==> src/rtl/if_bpu_pkg.sv <==
// Shared definitions for the fetch-stage branch predictor: opcodes, link
// registers, counter reset value and the return-stack action encoding.
package if_bpu_pkg;

  localparam logic [6:0] OPC_JAL    = 7'b1101111;
  localparam logic [6:0] OPC_JALR   = 7'b1100111;
  localparam logic [6:0] OPC_BRANCH = 7'b1100011;

  localparam logic [4:0] LINK_RA = 5'd1;
  localparam logic [4:0] LINK_T0 = 5'd5;

  localparam logic [1:0] CTR_RESET = 2'b01;

  typedef enum logic [1:0] {
    RAS_NONE,
    RAS_PUSH,
    RAS_POP,
    RAS_POP_PUSH
  } ras_op_e;

  function automatic logic is_link(input logic [4:0] r);
    return (r == LINK_RA) || (r == LINK_T0);
  endfunction

endpackage

==> src/rtl/if_bpu_if.sv <==
// Fetch/EX-side bundle of the branch predictor; master is the pipeline,
// slave is the predictor.
interface if_bpu_if #(
  parameter int XLEN = 32
);

  logic            if_valid_i;
  logic            if_fire_i;
  logic [XLEN-1:0] if_pc_i;
  logic [31:0]     if_instr_i;
  logic            flush_i;
  logic            ex_upd_valid_i;
  logic [XLEN-1:0] ex_upd_pc_i;
  logic            ex_upd_taken_i;
  logic            bpu_taken_o;
  logic [XLEN-1:0] bpu_target_o;
  logic            bpu_ctrl_o;
  logic            bpu_jalr_miss_o;

  modport master (
    output if_valid_i, if_fire_i, if_pc_i, if_instr_i, flush_i,
           ex_upd_valid_i, ex_upd_pc_i, ex_upd_taken_i,
    input  bpu_taken_o, bpu_target_o, bpu_ctrl_o, bpu_jalr_miss_o
  );

  modport slave (
    input  if_valid_i, if_fire_i, if_pc_i, if_instr_i, flush_i,
           ex_upd_valid_i, ex_upd_pc_i, ex_upd_taken_i,
    output bpu_taken_o, bpu_target_o, bpu_ctrl_o, bpu_jalr_miss_o
  );

endinterface

==> src/rtl/if_bpu_predec.sv <==
// Predecoder: classifies control-flow instructions and extracts rd, rs1 and
// the sign-extended immediate that matches the instruction type.
module if_bpu_predec #(
  parameter int XLEN = 32
) (
  input  logic [31:0]     instr,
  output logic            is_jal,
  output logic            is_jalr,
  output logic            is_branch,
  output logic [4:0]      rd,
  output logic [4:0]      rs1,
  output logic [XLEN-1:0] imm
);
  import if_bpu_pkg::*;

  always_comb begin
    is_jal    = (instr[6:0] == OPC_JAL);
    is_jalr   = (instr[6:0] == OPC_JALR);
    is_branch = (instr[6:0] == OPC_BRANCH);
    rd        = instr[11:7];
    rs1       = instr[19:15];
    imm       = {{(XLEN-12){instr[31]}}, instr[31:20]};
    if (is_jal) begin
      imm = {{(XLEN-20){instr[31]}}, instr[19:12], instr[20], instr[30:21], 1'b0};
    end else if (is_branch) begin
      imm = {{(XLEN-12){instr[31]}}, instr[7], instr[30:25], instr[11:8], 1'b0};
    end
  end

endmodule

==> src/rtl/if_bpu.sv <==
// Fetch-stage branch predictor: bimodal (or static BTFN) direction, circular
// return-address stack and a same-cycle next-PC mux.
module if_bpu #(
  parameter int XLEN      = 32,
  parameter bit BHT_EN    = 1'b1,
  parameter int BHT_DEPTH = 64,
  parameter int RAS_DEPTH = 4
) (
  input  logic      clk_i,
  input  logic      rst_n_i,
  if_bpu_if.slave   bus
);
  import if_bpu_pkg::*;

  localparam int IDX_W = $clog2(BHT_DEPTH);
  localparam int PTR_W = (RAS_DEPTH > 1) ? $clog2(RAS_DEPTH) : 1;
  localparam int CNT_W = $clog2(RAS_DEPTH + 1);
  localparam logic [PTR_W-1:0] PTR_LAST = PTR_W'(RAS_DEPTH - 1);
  localparam logic [CNT_W-1:0] CNT_FULL = CNT_W'(RAS_DEPTH);

  logic            is_jal, is_jalr, is_branch;
  logic [4:0]      rd, rs1;
  logic [XLEN-1:0] imm;
  logic [XLEN-1:0] pc_plus4, pc_plus_imm;
  logic            rd_link, rs1_link;
  ras_op_e         ras_op;
  logic            bht_taken;

  logic [XLEN-1:0] ras_mem [RAS_DEPTH];
  logic [PTR_W-1:0] ras_ptr, top_idx, ptr_next;
  logic [CNT_W-1:0] ras_cnt;
  logic            ras_hit, commit;

  if_bpu_predec #(.XLEN(XLEN)) u_predec (
    .instr     (bus.if_instr_i),
    .is_jal    (is_jal),
    .is_jalr   (is_jalr),
    .is_branch (is_branch),
    .rd        (rd),
    .rs1       (rs1),
    .imm       (imm)
  );

  assign pc_plus4    = bus.if_pc_i + XLEN'(4);
  assign pc_plus_imm = bus.if_pc_i + imm;
  assign rd_link     = is_link(rd);
  assign rs1_link    = is_link(rs1);
  assign top_idx     = (ras_ptr == '0) ? PTR_LAST : ras_ptr - 1'b1;
  assign ptr_next    = (ras_ptr == PTR_LAST) ? '0 : ras_ptr + 1'b1;
  assign ras_hit     = (ras_cnt != '0);
  assign commit      = bus.if_valid_i & bus.if_fire_i;

  // A JALR with identical link rd/rs1 is a call, not a return.
  always_comb begin
    ras_op = RAS_NONE;
    if ((is_jal | is_jalr) & rd_link) begin
      ras_op = RAS_PUSH;
    end
    if (is_jalr & rs1_link & ~(rd_link & (rd == rs1))) begin
      ras_op = rd_link ? RAS_POP_PUSH : RAS_POP;
    end
  end

  always_ff @(posedge clk_i) begin
    if (!rst_n_i || bus.flush_i) begin
      ras_ptr <= '0;
      ras_cnt <= '0;
    end else if (commit) begin
      if (ras_op == RAS_PUSH || (ras_op == RAS_POP_PUSH && !ras_hit)) begin
        ras_ptr <= ptr_next;
        if (ras_cnt != CNT_FULL) ras_cnt <= ras_cnt + 1'b1;
      end else if (ras_op == RAS_POP && ras_hit) begin
        ras_ptr <= top_idx;
        ras_cnt <= ras_cnt - 1'b1;
      end
    end
  end

  always_ff @(posedge clk_i) begin
    if (rst_n_i && !bus.flush_i && commit) begin
      if (ras_op == RAS_PUSH || (ras_op == RAS_POP_PUSH && !ras_hit)) begin
        ras_mem[ras_ptr] <= pc_plus4;
      end else if (ras_op == RAS_POP_PUSH) begin
        ras_mem[top_idx] <= pc_plus4;
      end
    end
  end

  if (BHT_EN) begin : g_bht
    logic [1:0]       bht [BHT_DEPTH];
    logic [IDX_W-1:0] rd_idx, wr_idx;
    logic             unused_upd_pc;

    assign rd_idx        = bus.if_pc_i[IDX_W+1:2];
    assign wr_idx        = bus.ex_upd_pc_i[IDX_W+1:2];
    assign unused_upd_pc = ^{bus.ex_upd_pc_i[XLEN-1:IDX_W+2], bus.ex_upd_pc_i[1:0]};
    // Reads see the pre-update counter; there is deliberately no bypass.
    assign bht_taken     = bht[rd_idx][1];

    always_ff @(posedge clk_i) begin
      if (!rst_n_i) begin
        for (int i = 0; i < BHT_DEPTH; i++) bht[i] <= CTR_RESET;
      end else if (bus.ex_upd_valid_i) begin
        if (bus.ex_upd_taken_i && bht[wr_idx] != 2'b11) begin
          bht[wr_idx] <= bht[wr_idx] + 2'd1;
        end else if (!bus.ex_upd_taken_i && bht[wr_idx] != 2'b00) begin
          bht[wr_idx] <= bht[wr_idx] - 2'd1;
        end
      end
    end
  end else begin : g_btfn
    logic unused_upd;
    assign unused_upd = ^{bus.ex_upd_valid_i, bus.ex_upd_pc_i, bus.ex_upd_taken_i};
    assign bht_taken  = imm[XLEN-1];
  end

  always_comb begin
    bus.bpu_taken_o     = 1'b0;
    bus.bpu_ctrl_o      = 1'b0;
    bus.bpu_jalr_miss_o = 1'b0;
    bus.bpu_target_o    = pc_plus4;
    if (rst_n_i && bus.if_valid_i) begin
      bus.bpu_ctrl_o = is_jal | is_jalr | is_branch;
      if (is_jal || (is_branch && bht_taken)) begin
        bus.bpu_taken_o  = 1'b1;
        bus.bpu_target_o = pc_plus_imm;
      end else if (is_jalr) begin
        if ((ras_op == RAS_POP || ras_op == RAS_POP_PUSH) && ras_hit) begin
          bus.bpu_taken_o  = 1'b1;
          bus.bpu_target_o = {ras_mem[top_idx][XLEN-1:1], 1'b0};
        end else begin
          bus.bpu_jalr_miss_o = 1'b1;
        end
      end
    end
  end

endmodule

==> src/flat_wrapper.sv <==
// flat-port wrapper written by rule: the top's interface ports become plain ports
module if_bpu_flat import if_bpu_pkg::*;
#(
  parameter int XLEN      = 32,
  parameter bit BHT_EN    = 1'b1,
  parameter int BHT_DEPTH = 64,
  parameter int RAS_DEPTH = 4
)
  (clk_i, rst_n_i, bus_if_valid_i, bus_if_fire_i, bus_if_pc_i, bus_if_instr_i, bus_flush_i, bus_ex_upd_valid_i, bus_ex_upd_pc_i, bus_ex_upd_taken_i, bus_bpu_taken_o, bus_bpu_target_o, bus_bpu_ctrl_o, bus_bpu_jalr_miss_o);
  if_bpu_if #(.XLEN(XLEN)) bus_i ();
  input  logic clk_i;
  input  logic rst_n_i;
  input wire logic [$bits(bus_i.if_valid_i)-1:0] bus_if_valid_i;
  input wire logic [$bits(bus_i.if_fire_i)-1:0] bus_if_fire_i;
  input wire logic [$bits(bus_i.if_pc_i)-1:0] bus_if_pc_i;
  input wire logic [$bits(bus_i.if_instr_i)-1:0] bus_if_instr_i;
  input wire logic [$bits(bus_i.flush_i)-1:0] bus_flush_i;
  input wire logic [$bits(bus_i.ex_upd_valid_i)-1:0] bus_ex_upd_valid_i;
  input wire logic [$bits(bus_i.ex_upd_pc_i)-1:0] bus_ex_upd_pc_i;
  input wire logic [$bits(bus_i.ex_upd_taken_i)-1:0] bus_ex_upd_taken_i;
  output wire logic [$bits(bus_i.bpu_taken_o)-1:0] bus_bpu_taken_o;
  output wire logic [$bits(bus_i.bpu_target_o)-1:0] bus_bpu_target_o;
  output wire logic [$bits(bus_i.bpu_ctrl_o)-1:0] bus_bpu_ctrl_o;
  output wire logic [$bits(bus_i.bpu_jalr_miss_o)-1:0] bus_bpu_jalr_miss_o;
  assign bus_i.if_valid_i = bus_if_valid_i;
  assign bus_i.if_fire_i = bus_if_fire_i;
  assign bus_i.if_pc_i = bus_if_pc_i;
  assign bus_i.if_instr_i = bus_if_instr_i;
  assign bus_i.flush_i = bus_flush_i;
  assign bus_i.ex_upd_valid_i = bus_ex_upd_valid_i;
  assign bus_i.ex_upd_pc_i = bus_ex_upd_pc_i;
  assign bus_i.ex_upd_taken_i = bus_ex_upd_taken_i;
  assign bus_bpu_taken_o = bus_i.bpu_taken_o;
  assign bus_bpu_target_o = bus_i.bpu_target_o;
  assign bus_bpu_ctrl_o = bus_i.bpu_ctrl_o;
  assign bus_bpu_jalr_miss_o = bus_i.bpu_jalr_miss_o;
  if_bpu #(.XLEN(XLEN), .BHT_EN(BHT_EN), .BHT_DEPTH(BHT_DEPTH), .RAS_DEPTH(RAS_DEPTH)) u_core (.clk_i(clk_i), .rst_n_i(rst_n_i), .bus(bus_i));
endmodule
==> config.mk <==
export PLATFORM = sky130hd
export DESIGN_NAME = if_bpu_flat
export DESIGN_NICKNAME = d
export VERILOG_FILES = /design/src/rtl/if_bpu_pkg.sv /design/src/rtl/if_bpu_if.sv /design/src/rtl/if_bpu_predec.sv /design/src/rtl/if_bpu.sv /design/src/flat_wrapper.sv
export SDC_FILE = /design/constraint.sdc
export NUM_CORES = 1
export LEC_CHECK = 0
export BUFFER_PORTS_ARGS = -buffer_cell sky130_fd_sc_hd__buf_2
export CORE_MARGIN = 2
export CORE_UTILIZATION = 35
export CTS_BUF_LIST = sky130_fd_sc_hd__clkbuf_2
export DETAILED_ROUTE_END_ITERATION = 8
export SLEW_MARGIN = 20
export SYNTH_ARGS = -nofsm -noshare
export SYNTH_HDL_FRONTEND = slang
export SYNTH_SLANG_ARGS = --single-unit
==> constraint.sdc <==
create_clock -name clk_i -period 7.7 [get_ports clk_i]
set_input_delay 0.77 -clock clk_i [delete_from_list [all_inputs] [get_ports clk_i]]
set_output_delay 0.77 -clock clk_i [all_outputs]
set_load 0.01 [all_outputs]
; Yosys cells after proc, flatten, opt, wreduce, memory -nomap -nowiden
; Memory sizes are Yosys's and may differ from the RTL's.
; Cells that the tools add are included.
[op_classes]
n_addsub = 8
n_bitwise = 9
div_mod_pow = 0
magnitude_cmp = 0
shift = 0
reduce_logical = 27
multipliers = 0
mux = 49
eq_ne = 15
[ops]
columns = op, n
row1 = $mux W32, 5
row2 = $add A32 B3 Y32 const B, 1
row3 = $add A32 B32 Y32, 1
row4 = $reduce_or A32 Y1, 1
row5 = $mux W1, 30
row6 = $eq A7 B7 Y1 const B, 3
row7 = $mux W20, 1
row8 = $mux W2, 8
row9 = $mux W12, 1
row10 = $eq A5 B1 Y1 const B, 2
row11 = $eq A5 B3 Y1 const B, 2
row12 = $logic_and A1 B1 Y1, 9
row13 = $mux W3, 3
row14 = $eq A2 B2 Y1 const B, 3
row15 = $logic_or A1 B1 Y1, 6
row16 = $mux W6, 1
row17 = $and A1 B1 Y1, 5
row18 = $eq A5 B5 Y1, 1
row19 = $add A2 B1 Y2 const B, 2
row20 = $logic_not A1 Y1, 4
row21 = $ne A2 B2 Y1 const B, 2
row22 = $reduce_bool A2 Y1, 2
row23 = $sub A2 B1 Y2 const B, 2
row24 = $add A3 B1 Y3 const B, 1
row25 = 10 further kinds, 12
[totals]
register_bits = 5
romBits = 0
mem_count = 2
ramBits = 256
out_inout_bits = 35
latchBits = 0
[mem_list]
columns = name, depth, word_bits, rd, rd_ports_with_merged_regs, wr, line_no
row1 = u_core.g_bht.bht, 64, 2, 2, 0, 64, if_bpu.sv:90  ; logic [1:0] bht [BHT_DEPTH];
row2 = u_core.ras_mem, 4, 32, 1, 0, 1, if_bpu.sv:29  ; logic [XLEN-1:0] ras_mem [RAS_DEPTH];

; Logic depth before layout (Yosys ltp)
[logic_depth]
ltp_word = 14
ltp_mapped = 16

; Hierarchy
; From an unflattened synthesis, not the netlist that was laid out.
[hier_totals]
cells_unflattened = 1369
area_unflattened_um2 = 15361.0
[by_module_without_submodules]
columns = module, area_each_um2, cells_per_inst, n_inst, seq_area_each_um2
row1 = if_bpu, 14910.6, 1311, 1, 7667.4
row2 = if_bpu_predec, 450.4, 58, 1, 0.0

; Worst setup path after synthesis
; Ideal clock, no wire load.
[synth_path]
path_type = input to register
startpoint = input port bus_if_instr_i[11]
endpoint = memory u_core.ras_mem[1][10], enable pin
path_stages = 6
arrival_time_ns = 4.617
slack_ns = 2.625
setup_time_ns = 0.458
path_cell_list = or4b_2 -> or3_1 -> a211oi_1 -> nor2_1 -> a21o_1 -> nor3_1
[synth_via]
elab_chain_cells = 14
elab_cells_between_ends = 25
classes_between = eq/ne: 5 / mux: 12 / bitwise: 4 / reduce/logical: 4
[synth_rtl]
columns = item, line_no
row1 = start: declaration, flat_wrapper.sv:16  ; input wire logic [$bits(bus_i.if_instr_i)-1:0] bus_if_instr_i;
row2 = $eq A5 B1 Y1 or $eq A5 B3 Y1 (tied branches), if_bpu_pkg.sv:22  ; return (r == LINK_RA) || (r == LINK_T0);
row3 = $logic_or A1 B1 Y1, if_bpu_pkg.sv:22
row4 = $and A1 B1 Y1, if_bpu.sv:59  ; if (is_jalr & rs1_link & ~(rd_link & (rd == rs1))) begin
row5 = $not A1 Y1, if_bpu.sv:59
row6 = $and A1 B1 Y1, if_bpu.sv:59
row7 = $mux W2 *, if_bpu.sv:59
row8 = $eq A2 B2 Y1, "if_bpu.sv:81, if_bpu.sv:83"
row9 = $logic_and A1 B1 Y1, if_bpu.sv:81  ; if (ras_op == RAS_PUSH || (ras_op == RAS_POP_PUSH && !ras_hit)) begin
row10 = $logic_or A1 B1 Y1, if_bpu.sv:81
row11 = $mux W1, if_bpu.sv:81
row12 = $mux W1, if_bpu.sv:80  ; if (rst_n_i && !bus.flush_i && commit) begin
row13 = $mux W1 (implied by the code), if_bpu.sv:84  ; ras_mem[top_idx] <= pc_plus4;
row14 = $reduce_or A32 Y1 (no source line), -
row15 = $mux W2 (no source line) or $mux W1 (tied branches), -
row16 = end: declaration, if_bpu.sv:29
; Mark *: on every way between the ends. The rest lies on a longest branch, timed or not.

; Worst setup path in the final report
[layout_path]
startpoint = input port bus_if_pc_i[2]
endpoint = output port bus_bpu_target_o[25]
[layout_via]
elab_chain_cells = 5
elab_cells_between_ends = 9
classes_between = add/sub: 2 / mux: 4 / reduce/logical: 2 / memory: 1
[layout_rtl]
columns = item, line_no
row1 = start: declaration, flat_wrapper.sv:15  ; input wire logic [$bits(bus_i.if_pc_i)-1:0] bus_if_pc_i;
row2 = $add A32 B3 Y32 or $mem_v2 Z64 W2 (tied branches), -
row3 = $mux W32 or $logic_and A1 B1 Y1 (tied branches), "if_bpu.sv:128, if_bpu.sv:124"
row4 = $mux W32 or $logic_or A1 B1 Y1 (tied branches), "if_bpu.sv:127, if_bpu.sv:124"
row5 = $mux W32, if_bpu.sv:124  ; if (is_jal || (is_branch && bht_taken)) begin
row6 = $mux W32 *, if_bpu.sv:122  ; if (rst_n_i && bus.if_valid_i) begin
row7 = end: declaration, flat_wrapper.sv:22  ; output wire logic [$bits(bus_i.bpu_target_o)-1:0] bus_bpu_target_o;
; Marks and branches as above.

==> impl_metrics.csv <==
group,metric,value,unit
floorplan,die_area,46900,sq um
layout,ff_latch_area,7670,sq um
layout,final_layout_size_suffix_gt1_share,28.9,%
placement,place_congestion,0.899,
setup_path,reg2regPathDepth,8,
min_path,holdCritPathClass,"in2reg",
floorplan,core-area,44400,sq um
layout,finalNetCount,1583,
floorplan,die_w,216,um
synth,synthDistinctLibCells,79,
synth,synth_async_sr_flop_share,0,%
layout,fin_util,39.4,%
floorplan,fp.dieH,216,um
grt,grt_start_max_net_pins,66,
grt,first_global_vias,12100,
drt,wire_per_inst,22.7,um
power,vdd_drop_max,81.5,uV
setup_path,worst_setup_path_startpoint,"bus_if_pc_i[2]",
status,status,"completed",
drt,dr_total_vias,12200,
power,power-per-cell-area,171,nW/um^2
cts,post-cts-setup-buffers,0,
timing,achievable-frequency,175,MHz
grt,grt_util_met1,26.5,%
timing,hold_viol,0,
grt,use_met3,4.04,%
setup_path,arrival,4950,ps
drt,post-route-drc-count,0,
synth,synth_top_family_by_area,"simple AND/OR/NAND/NOR gates",
cts,tritoncts,"built",
cts,post_cts_resized,0,
drt,viasPerCell,5.86,
synth,synth_seq_area_share,48.5,%
cts,cts_sinks,257,
synth,synth_enable_flop_cells,252,
power,p_int,0.00209,W
synth,synthesis.yosys.warnings,0,
grt,grt_pass1_wl,71900,um
floorplan,initial_utilization,35.6,%
timing,drv_slew,0,
timing,fin_crit_sh,74.3,%
power,net_load_switching_power,0.000907,W
timing,final.min_clock_period,5720,ps
setup_path,worstPathRequired,6930,ps
setup_path,worst_setup_path_end_kind,"output pin",
placement,post-dp-hpwl,31500,um
synth,synthMuxAreaShare,11.8,%
timing,setup-tns-final,0,ps
cts,clock_latency,970,ps
cts,cts_buffers,69,
grt,groute.layer.met2.usage,32.4,%
setup_path,crit_fanout,22,
timing,worst_pin_slew,1120,ps
power,combinationalPowerShare,16.4,%
floorplan,ioPinCount,138,
power,power.switching_fraction,30.3,%
drt,drtPass1Iterations,7,
placement,numPortBuffers,111,
drt,postRouteAntennaNets,0,
grt,global_route.overflow_total,0,
layout,stdcell_area,17500,sq um
timing,worst_slew_margin_rel,24.9,%
timing,clock-skew-final,106,ps
synth,synth_simple_gate_area_share,15.3,%
layout,layout-area-overhead-vs-synth,10.7,%
setup_path,crit-reg2reg-launch,"u_core.g_bht.bht[29][1]",
power,pwr-share-seq,51.9,%
layout,multi_input_comb_area,7550,sq um
synth,synthesis.area,15800,sq um
drt,postRouteWirelength,47200,um
synth,synth_fp_nets,1481,
layout,mostFrequentLayoutCell,"sky130_fd_sc_hd__edfxtp_1",
setup_path,end_point_of_the_critical_path,"bus_bpu_target_o[25]",
timing,grt_setup_unrepaired,"no",
cts,clock_tree.buffer_depth,3,
synth,syn_area_per_cell,11.8,sq um
cts,cts-hold-fix-buffers,0,
grt,antenna_found_initial,3,
placement,dpl-instance-area,16800,sq um
setup_path,r2r_slack,3820,ps
power,static-leakage-power,5.68,nW
synth,synth_compound_gate_area_share,13.8,%
synth,ys_ff_latch,257,
timing,holdWs,131,ps
layout,num-fill-cells,4343,
power,pwr-share-clk,31.7,%
flow_run,max_cap_violations,0,
setup_path,worstSetupPathType,"in2out",
cts,cts.clk_slew.worst_paths,90,ps
synth,xor_and_xnor_area_share_after_synthesis,3.27,%
setup_path,cp-start-kind,"primary input",
drt,drtIter0Drc,1301,
cts,clk_root_buf,"sky130_fd_sc_hd__clkbuf_2",
power,finalPower,0.00300,W
setup_path,reg2reg_to,"u_core.g_bht.bht[21][0]",
layout,layout.cells.most_common_list,"252 x sky130_fd_sc_hd__edfxtp_1, 161 x sky130_fd_sc_hd__nand3_1, 122 x sky130_fd_sc_hd__nor2_1, 110 x sky130_fd_sc_hd__buf_2, 97 x sky130_fd_sc_hd__clkbuf_2",
timing,final-setup-viol-count,0,
synth,synth-adder-area-share,3.03,%
grt,groute.usage.overall,20.0,%
synth,syn_inst,1341,
floorplan,number_of_placement_rows,77,
cts,htreeDepth,3,
grt,most_congested_layer_reported_by_global_routing,"met2",
synth,most_common_flop_cell_mapped_by_yosys,"sky130_fd_sc_hd__edfxtp_1",
[Yosys cell counts (all sizes together) (4+ instances only)]
cell	number	share of area, %
or4	6	0.31
nand3	161	5.1
and3	12	0.51
inv	21	0.50
edfxtp	252	48
o31ai	66	5.1
dfxtp	5	0.63
a221oi	6	0.33
a21oi	49	1.6
a21boi	4	0.19
buf	44	2.1
o22ai	20	0.79
nor3b	9	0.49
a31oi	5	0.20
nor3	19	0.67
o21ai	42	1.5
o21a	8	0.38
o2111ai	5	0.28
mux2i	17	1.1
nand2b	12	0.48
nand3b	4	0.19
nor2	125	3.0
nor4	8	0.32
and3b	6	0.33
nand4	6	0.24
nor2b	9	0.36
or3b	5	0.28
a211oi	9	0.43
a22o	4	0.22
mux2	15	1.1
a22oi	16	0.76
xnor2	36	2.0
ha	35	2.8
clkbuf	66	1.6
xor2	23	1.3
a21o	14	0.67
mux4	68	9.7
and2	7	0.28
nand2	77	1.8
or2	5	0.20
[stage by stage]
step / instances / setup slack [ps]
global route: 2082 / 1730
detailed placement: 1961 / 2000
floorplan: 1341 / 2630
finish: 2082 / 1980
global placement: 1961 / 2030
CTS: 2076 / 1990
[worst max-delay path: stages]
cell and delay (ps):
sky130_fd_sc_hd__buf_2 630, sky130_fd_sc_hd__mux4_2 610, sky130_fd_sc_hd__mux4_2 530, sky130_fd_sc_hd__o22ai_1 170, sky130_fd_sc_hd__nor3_1 90, sky130_fd_sc_hd__a21oi_1 310
sky130_fd_sc_hd__a21o_1 170, sky130_fd_sc_hd__buf_4 230, sky130_fd_sc_hd__clkinv_1 600, sky130_fd_sc_hd__o22ai_1 530, sky130_fd_sc_hd__a21oi_1 80, sky130_fd_sc_hd__buf_2 200
[power groups by stage]
stage	combinational [W]	sequential [W]	clock, W
2_1_floorplan	0.000339	0.00158	0
6_report	0.000492	0.00155	0.000951
5_1_grt	0.000529	0.00156	0.00104
4_1_cts	0.000484	0.00155	0.000975
3_3_place_gp	0.000476	0.00159	0
3_5_place_dp	0.000482	0.00159	0
[worst min-delay path by stage]
stage / start / end / slack (ps) / depth (start not counted)
after floorplan: u_core.ras_ptr[0] / u_core.ras_ptr[0] / 490 / 2
after global placement: u_core.ras_ptr[0] / u_core.ras_ptr[0] / 520 / 2
after detailed placement: u_core.ras_ptr[0] / u_core.ras_ptr[0] / 530 / 2
after CTS: bus_if_pc_i[1] / u_core.ras_mem[3][1] / 30 / 1
after global routing: bus_if_pc_i[1] / u_core.ras_mem[3][1] / 60 / 1
final: bus_if_pc_i[1] / u_core.ras_mem[3][1] / 130 / 1
[cell families (layout without fill, tap and decap cells)]
| logic type | after synthesis | count (layout) |
|---|---|---|
| AO/OA/AOI/OAI | 271 | 271 |
| XOR/XNOR | 59 | 59 |
| adder cells (fa/ha/maj) | 37 | 37 |
| buffers and inverters | 133 | 279 |
| flip-flops | 257 | 257 |
| multiplexers | 100 | 100 |
| other | 0 | 3 |
| AND/OR/NAND/NOR | 484 | 484 |
[flip-flops by register name, indices dropped and copies added (netlist names)]
register	cells
u_core.ras_mem	124
u_core.ras_cnt	3
u_core.ras_ptr	2
u_core.g_bht.bht	128
[per-layer routing]
metal | part of all wire (%) | vias up | routed length (um)
met1 | 41 | 6067 | 19600
met3 | 8.2 | 95 | 3890
li1 | - | 5466 | -
met5 | 0 | - | 0
met4 | 3.1 | 0 | 1480
met2 | 47 | 571 | 22300
[cell type report]
cell class	instances	share of cell area (%)
Clock inverter	18	0.622
Sequential cell	257	43.8
Tap cell	592	4.23
Clock buffer	97	2.77
Multi-Input combinational cell	951	43.2
Antenna cell	3	0.0429
Inverter	23	0.493
Timing Repair Buffer	141	4.82
No activity file was read; power rests on OpenSTA's default activity.
